### config.mk
export PLATFORM = sky130hd
export DESIGN_NAME = vga_timing_gen
export DESIGN_NICKNAME = d
export VERILOG_FILES = /design/src/rtl/vga_timing_gen.sv
export SDC_FILE = /design/constraint.sdc
export NUM_CORES = 1
export LEC_CHECK = 0
export ABC_AREA = 0
export BUFFER_PORTS_ARGS = -buffer_cell sky130_fd_sc_hd__buf_2
export CAP_MARGIN = 30
export CORE_ASPECT_RATIO = 1.2
export CORE_MARGIN = 5
export CORE_UTILIZATION = 35
export CTS_CLUSTER_DIAMETER = 50
export DETAILED_ROUTE_END_ITERATION = 12
export PLACE_DENSITY = 0.56
export SYNTH_ARGS = -nofsm -noshare
export SYNTH_HDL_FRONTEND = slang
export SYNTH_SLANG_ARGS = --single-unit
### constraint.sdc
create_clock -name clk -period 4.2 [get_ports clk]
set_input_delay 0.42 -clock clk [delete_from_list [all_inputs] [get_ports clk]]
set_output_delay 0.42 -clock clk [all_outputs]
set_load 0.05 [all_outputs]
### src/rtl/vga_timing_gen.sv
// VGA raster timing generator: registered sync, position, display-enable and
// line/frame/vblank strobes, advancing one pixel per clock with ce high.
module vga_timing_gen #(
   parameter int H_DISPLAY  = 640,
   parameter int H_FRONT    = 16,
   parameter int H_SYNC     = 96,
   parameter int H_BACK     = 48,
   parameter int V_DISPLAY  = 480,
   parameter int V_FRONT    = 10,
   parameter int V_SYNC     = 2,
   parameter int V_BACK     = 33,
   parameter bit H_SYNC_POL = 1'b0,
   parameter bit V_SYNC_POL = 1'b0,
   parameter int FCOUNT_W   = 8
) (
   input  logic                clk,
   input  logic                reset,
   input  logic                ce,
   output logic                hsync,
   output logic                vsync,
   output logic [9:0]          hpos,
   output logic [9:0]          vpos,
   output logic                display_on,
   output logic                line_start,
   output logic                frame_start,
   output logic                vblank_start,
   output logic [FCOUNT_W-1:0] frame_count
);
   localparam int H_TOTAL = H_DISPLAY + H_FRONT + H_SYNC + H_BACK;
   localparam int V_TOTAL = V_DISPLAY + V_FRONT + V_SYNC + V_BACK;

   if (H_TOTAL > 1024 || V_TOTAL > 1024 ||
       H_DISPLAY < 1 || H_FRONT < 1 || H_SYNC < 1 || H_BACK < 1 ||
       V_DISPLAY < 1 || V_FRONT < 1 || V_SYNC < 1 || V_BACK < 1 ||
       FCOUNT_W < 1) begin : g_bad_timing
      $error("vga_timing_gen: invalid timing parameters");
   end

   // Compares are done 11 bits wide so a 1024-wide total still decodes correctly.
   localparam logic [10:0] H_LAST = 11'(H_TOTAL - 1);
   localparam logic [10:0] V_LAST = 11'(V_TOTAL - 1);
   localparam logic [10:0] H_VIS  = 11'(H_DISPLAY);
   localparam logic [10:0] V_VIS  = 11'(V_DISPLAY);
   localparam logic [10:0] HS_BEG = 11'(H_DISPLAY + H_FRONT);
   localparam logic [10:0] HS_END = 11'(H_DISPLAY + H_FRONT + H_SYNC);
   localparam logic [10:0] VS_BEG = 11'(V_DISPLAY + V_FRONT);
   localparam logic [10:0] VS_END = 11'(V_DISPLAY + V_FRONT + V_SYNC);
   localparam logic        HS_ACT = H_SYNC_POL;
   localparam logic        VS_ACT = V_SYNC_POL;

   logic [9:0]          hpos_q, hpos_d, vpos_q, vpos_d;
   logic                hsync_q, hsync_d, vsync_q, vsync_d;
   logic                de_q, de_d;
   logic                ls_q, ls_d, fs_q, fs_d, vb_q, vb_d;
   logic [FCOUNT_W-1:0] fc_q, fc_d;

   logic                h_wrap;
   logic [9:0]          h_nxt, v_nxt;
   logic [10:0]         hx, vx;

   // Outputs are decoded from the next position so they line up with it.
   always_comb begin
      h_wrap = ({1'b0, hpos_q} == H_LAST);
      h_nxt  = h_wrap ? 10'd0 : hpos_q + 10'd1;
      v_nxt  = vpos_q;
      if (h_wrap) v_nxt = ({1'b0, vpos_q} == V_LAST) ? 10'd0 : vpos_q + 10'd1;
      hx = {1'b0, h_nxt};
      vx = {1'b0, v_nxt};

      hpos_d  = hpos_q;
      vpos_d  = vpos_q;
      hsync_d = hsync_q;
      vsync_d = vsync_q;
      de_d    = de_q;
      ls_d    = 1'b0;
      fs_d    = 1'b0;
      vb_d    = 1'b0;
      fc_d    = fc_q;

      if (ce) begin
         hpos_d  = h_nxt;
         vpos_d  = v_nxt;
         hsync_d = (hx >= HS_BEG && hx < HS_END) ? HS_ACT : ~HS_ACT;
         vsync_d = (vx >= VS_BEG && vx < VS_END) ? VS_ACT : ~VS_ACT;
         de_d    = (hx < H_VIS) && (vx < V_VIS);
         ls_d    = (h_nxt == 10'd0);
         fs_d    = ls_d && (v_nxt == 10'd0);
         vb_d    = ls_d && (vx == V_VIS);
         if (vb_d) fc_d = fc_q + FCOUNT_W'(1);
      end
   end

   // Reset parks on the last pixel so the first advance lands on (0,0).
   always_ff @(posedge clk or posedge reset) begin
      if (reset) begin
         hpos_q  <= H_LAST[9:0];
         vpos_q  <= V_LAST[9:0];
         hsync_q <= ~HS_ACT;
         vsync_q <= ~VS_ACT;
         de_q    <= 1'b0;
         ls_q    <= 1'b0;
         fs_q    <= 1'b0;
         vb_q    <= 1'b0;
         fc_q    <= '0;
      end else begin
         hpos_q  <= hpos_d;
         vpos_q  <= vpos_d;
         hsync_q <= hsync_d;
         vsync_q <= vsync_d;
         de_q    <= de_d;
         ls_q    <= ls_d;
         fs_q    <= fs_d;
         vb_q    <= vb_d;
         fc_q    <= fc_d;
      end
   end

   assign hpos         = hpos_q;
   assign vpos         = vpos_q;
   assign hsync        = hsync_q;
   assign vsync        = vsync_q;
   assign display_on   = de_q;
   assign line_start   = ls_q;
   assign frame_start  = fs_q;
   assign vblank_start = vb_q;
   assign frame_count  = fc_q;
endmodule
==> flow_summary.json <==
{
  "run_status": "finished clean",
  "setup_crit_end_kind": "register",
  "post-synth-top-count-cell": "sky130_fd_sc_hd__dfrtp_1",
  "worstSkewPairLatency_ns": 0.28,
  "maxCapViolCount": 0,
  "final_hold_violations": 0,
  "grt_total_ovfl": 0,
  "mappedNetlistArea_mm2": 0.00223,
  "drt_pre_antenna_iters": 4,
  "post_drt_via_cell_ratio": 5.20,
  "post-route-worst-setup-slack_ns": 1.12,
  "layout.filler_cells": 667,
  "worst_clock_skew_on_the_final_layout_ns": 0.00702,
  "max_freq_mhz": 324,
  "hpwlAfterDp_um": 3720,
  "timing.critical_path.required_ns": 4.37,
  "critical_path.slowest_cell": "sky130_fd_sc_hd__dfstp_2",
  "dp_worst_setup_slack_ns": 1.10,
  "cellPowerDensity_mw_per_mm2": 425,
  "layout_worst_path_cycle_share_pct": 73.4,
  "antenna_violating_nets_post_route": 0,
  "setup_repair_after_global_routing_missed_its_margin": "no",
  "yosys-top-cells-count": "22 x sky130_fd_sc_hd__dfrtp_1, 21 x sky130_fd_sc_hd__nand2_1, 21 x sky130_fd_sc_hd__xnor2_1, 19 x sky130_fd_sc_hd__nand3_1, 14 x sky130_fd_sc_hd__nor2_1",
  "n_antenna_cell": 0,
  "synth.distinct_cells": 58,
  "dpl.cell_count": 341,
  "synth.avg_cell_area_um2": 9.50,
  "cts-buffers-inserted": 5,
  "die_width_um": 82.9,
  "p_total_mw": 1.08,
  "cts_root_buffer": "sky130_fd_sc_hd__clkbuf_8",
  "crit_type": "register to register",
  "ioPinCount": 37,
  "clock_sink_count": 34,
  "postSynthRegisterBits": 34,
  "slew_viol_final": 0,
  "post_dp_cell_area_mm2": 0.00244,
  "post_cts_hold_buffer_count": 0,
  "worstSetupStartpoint": "hpos[0]",
  "logic_depth_of_the_worst_register_to_register_path": 8,
  "cts_repair_resizes": 0,
  "syn_inst": 235,
  "cp_arrival_ns": 3.25,
  "maximum_number_of_pins_on_one_net_before_global_route_repair": 35,
  "std_cell_rows": 32,
  "fin_tns_setup_ns": 0,
  "leakage_nw": 1.09,
  "tritoncts": "built",
  "finalWorstPathRequiredPeriod_ns": 3.08,
  "relSlewSlack_pct": 59.8,
  "tightest_pin_transition_ns": 0.598,
  "setup-violations-final": 0,
  "globalRouteTotalUtil_pct": 13.4,
  "antenna_found_initial": 0,
  "via_count_of_the_first_global_routing_pass": 1809,
  "post-synth-top-area-cell": "sky130_fd_sc_hd__dfrtp_1",
  "worst_hold_path_type": "primary input to asynchronous set/reset pin",
  "layout-area-overhead-vs-synth_pct": 13.6,
  "synthesis.nets": 243,
  "netlist_top_cells_area": "sky130_fd_sc_hd__dfrtp_1 25%, sky130_fd_sc_hd__dfstp_2 14%, sky130_fd_sc_hd__xnor2_1 8.2%",
  "design.final.nets": 271,
  "worst_setup_path_start_kind": "register",
  "htree_levels": 2,
  "synth.yosys.seq_area_share_pct": 38.8,
  "fp.coreArea_mm2": 0.00633,
  "numPortBuffers": 36,
  "synth.top_cell.area_share_pct": 24.7,
  "layout.cells.non_filler": 349,
  "crit_path_max_incr_delay_ns": 0.60,
  "place.gp.congestion": 0.834,
  "design.die.area_mm2": 0.00808,
  "routedWlPerCell_um": 14.7,
  "number_of_enable_type_register_cells_in_the_synthesized_netlist": 0,
  "fin_area_mm2": 0.00254,
  "starting_density_pct": 35.3,
  "cp_max_fo": 12,
  "routed_wl_um": 5130,
  "yosys_most_used_dff": "sky130_fd_sc_hd__dfrtp_1",
  "cts_max_path_buffers": 2,
  "post_cts_buffers": 0,
  "grt_first_pass_wirelength_um": 8980,
  "worst_setup_hold_path_clk_slew_ns": 0.07,
  "dr_total_vias": 1815,
  "synthArstFlopShare_pct": 100,
  "die_height_um": 97.5,
  "first_iter_violations": 168,
  "ys.warnings.count": 0,
  "crit_chain": "ha_1 -> and4_1 -> and3_2 -> o21bai_2 -> nand4bb_4 -> nor4b_4 -> nand2_4 -> mux2_4",
  "vdd.ir_drop.worst_mv": 0.362,
  "drc": 0,
  "drive_above_1_share_pct": 29.2,
  "r2r_start": "hpos[0]"
}
per-layer routing:
layer | vias up | routed length (um) | GRT usage [%] | share of wire (%)
li1 | 908 | - | - | -
met1 | 870 | 2290 | 17.0 | 45
met2 | 32 | 2600 | 22.9 | 51
met3 | 5 | 184 | 2.97 | 3.6
met4 | 0 | 53 | 3.52 | 1.0
met5 | - | 0 | 0 | 0
power breakdown:
part           switching, mW  leakage, nW  internal, mW
logic                  0.244        0.626         0.114
registers             0.0812        0.422         0.386
clock network          0.123       0.0472         0.132
through the flow:
stage	hold slack [ns]	util, %
floorplan	0.553	-
global placement	0.461	38.6
detailed placement	0.472	38.6
CTS	0.232	40.1
global route	0.265	40.1
finish	0.212	40.1
flip-flops by register name, summed over array words and instances, names as in the netlist:
register and cells:
hpos 10, vpos 10, frame_count 8, display_on 1
frame_start 1, hsync 1, line_start 1, vblank_start 1
vsync 1
critical path: cells and delay by family (launching register included):
kind / cells / cell delay, ns
AO/OA/AOI/OAI: 1 / 0.14
AND/OR/NAND/NOR: 5 / 1.65
adder cells (fa/ha/maj): 1 / 0.26
flip-flops: 1 / 0.60
multiplexers: 1 / 0.32
worst paths after layout:
check	to	slack [ns]
hold reg to reg	frame_count[7]	0.47
setup reg to reg	frame_count[1]	1.12
min in group clk	frame_count[7]	0.47
max in group asynchronous	vpos[9]	3.64
hold / removal	frame_count[0]	0.21
setup / recovery	frame_count[1]	1.12
final cells by class:
type	instances	area [um2]	share of cell area (%)
multi-input combinational	178	1250	49.5
sequential	34	866	34.1
timing repair buffer	37	188	7.40
tap	85	106	4.19
clock buffer	6	82.6	3.26
inverter	7	26.3	1.04
clock inverter	2	12.5	0.493
layout by cell type, fill, tap and decap left out, types with 2 or more instances in the layout:
| cell type | n |
|---|---|
| sky130_fd_sc_hd__buf_2 | 36 |
| sky130_fd_sc_hd__dfrtp_1 | 22 |
| sky130_fd_sc_hd__nand2_1 | 21 |
| sky130_fd_sc_hd__xnor2_1 | 21 |
| sky130_fd_sc_hd__nand3_1 | 19 |
| sky130_fd_sc_hd__nor2_1 | 14 |
| sky130_fd_sc_hd__o21ai_0 | 13 |
| sky130_fd_sc_hd__dfstp_2 | 12 |
| sky130_fd_sc_hd__a21oi_1 | 9 |
| sky130_fd_sc_hd__and3_1 | 8 |
| sky130_fd_sc_hd__inv_1 | 7 |
| sky130_fd_sc_hd__nand4_1 | 6 |
| sky130_fd_sc_hd__clkbuf_8 | 6 |
| sky130_fd_sc_hd__ha_1 | 5 |
| sky130_fd_sc_hd__and4_1 | 4 |
| sky130_fd_sc_hd__nand2b_1 | 4 |
| sky130_fd_sc_hd__a31oi_1 | 4 |
| sky130_fd_sc_hd__nor3_1 | 3 |
| sky130_fd_sc_hd__xor2_1 | 3 |
| sky130_fd_sc_hd__a21o_1 | 3 |
| sky130_fd_sc_hd__mux2_2 | 3 |
| sky130_fd_sc_hd__and2_1 | 2 |
| sky130_fd_sc_hd__nor4b_4 | 2 |
| sky130_fd_sc_hd__nor4_1 | 2 |
| sky130_fd_sc_hd__or3_1 | 2 |
cell families (layout without fill, tap and decap cells):
| family | Yosys count | in the layout | share of synthesized area, % |
|---|---|---|---|
| buffers and inverters | 23 | 52 | 4.99 |
| AO/OA/AOI/OAI | 45 | 45 | 13.3 |
| flip-flops | 34 | 34 | 38.8 |
| AND/OR/NAND/NOR | 100 | 100 | 28.5 |
| XOR/XNOR | 24 | 24 | 9.42 |
| multiplexers | 4 | 4 | 2.19 |
| adder cells (fa/ha/maj) | 5 | 5 | 2.80 |
No activity file was read; power rests on OpenSTA's default activity.
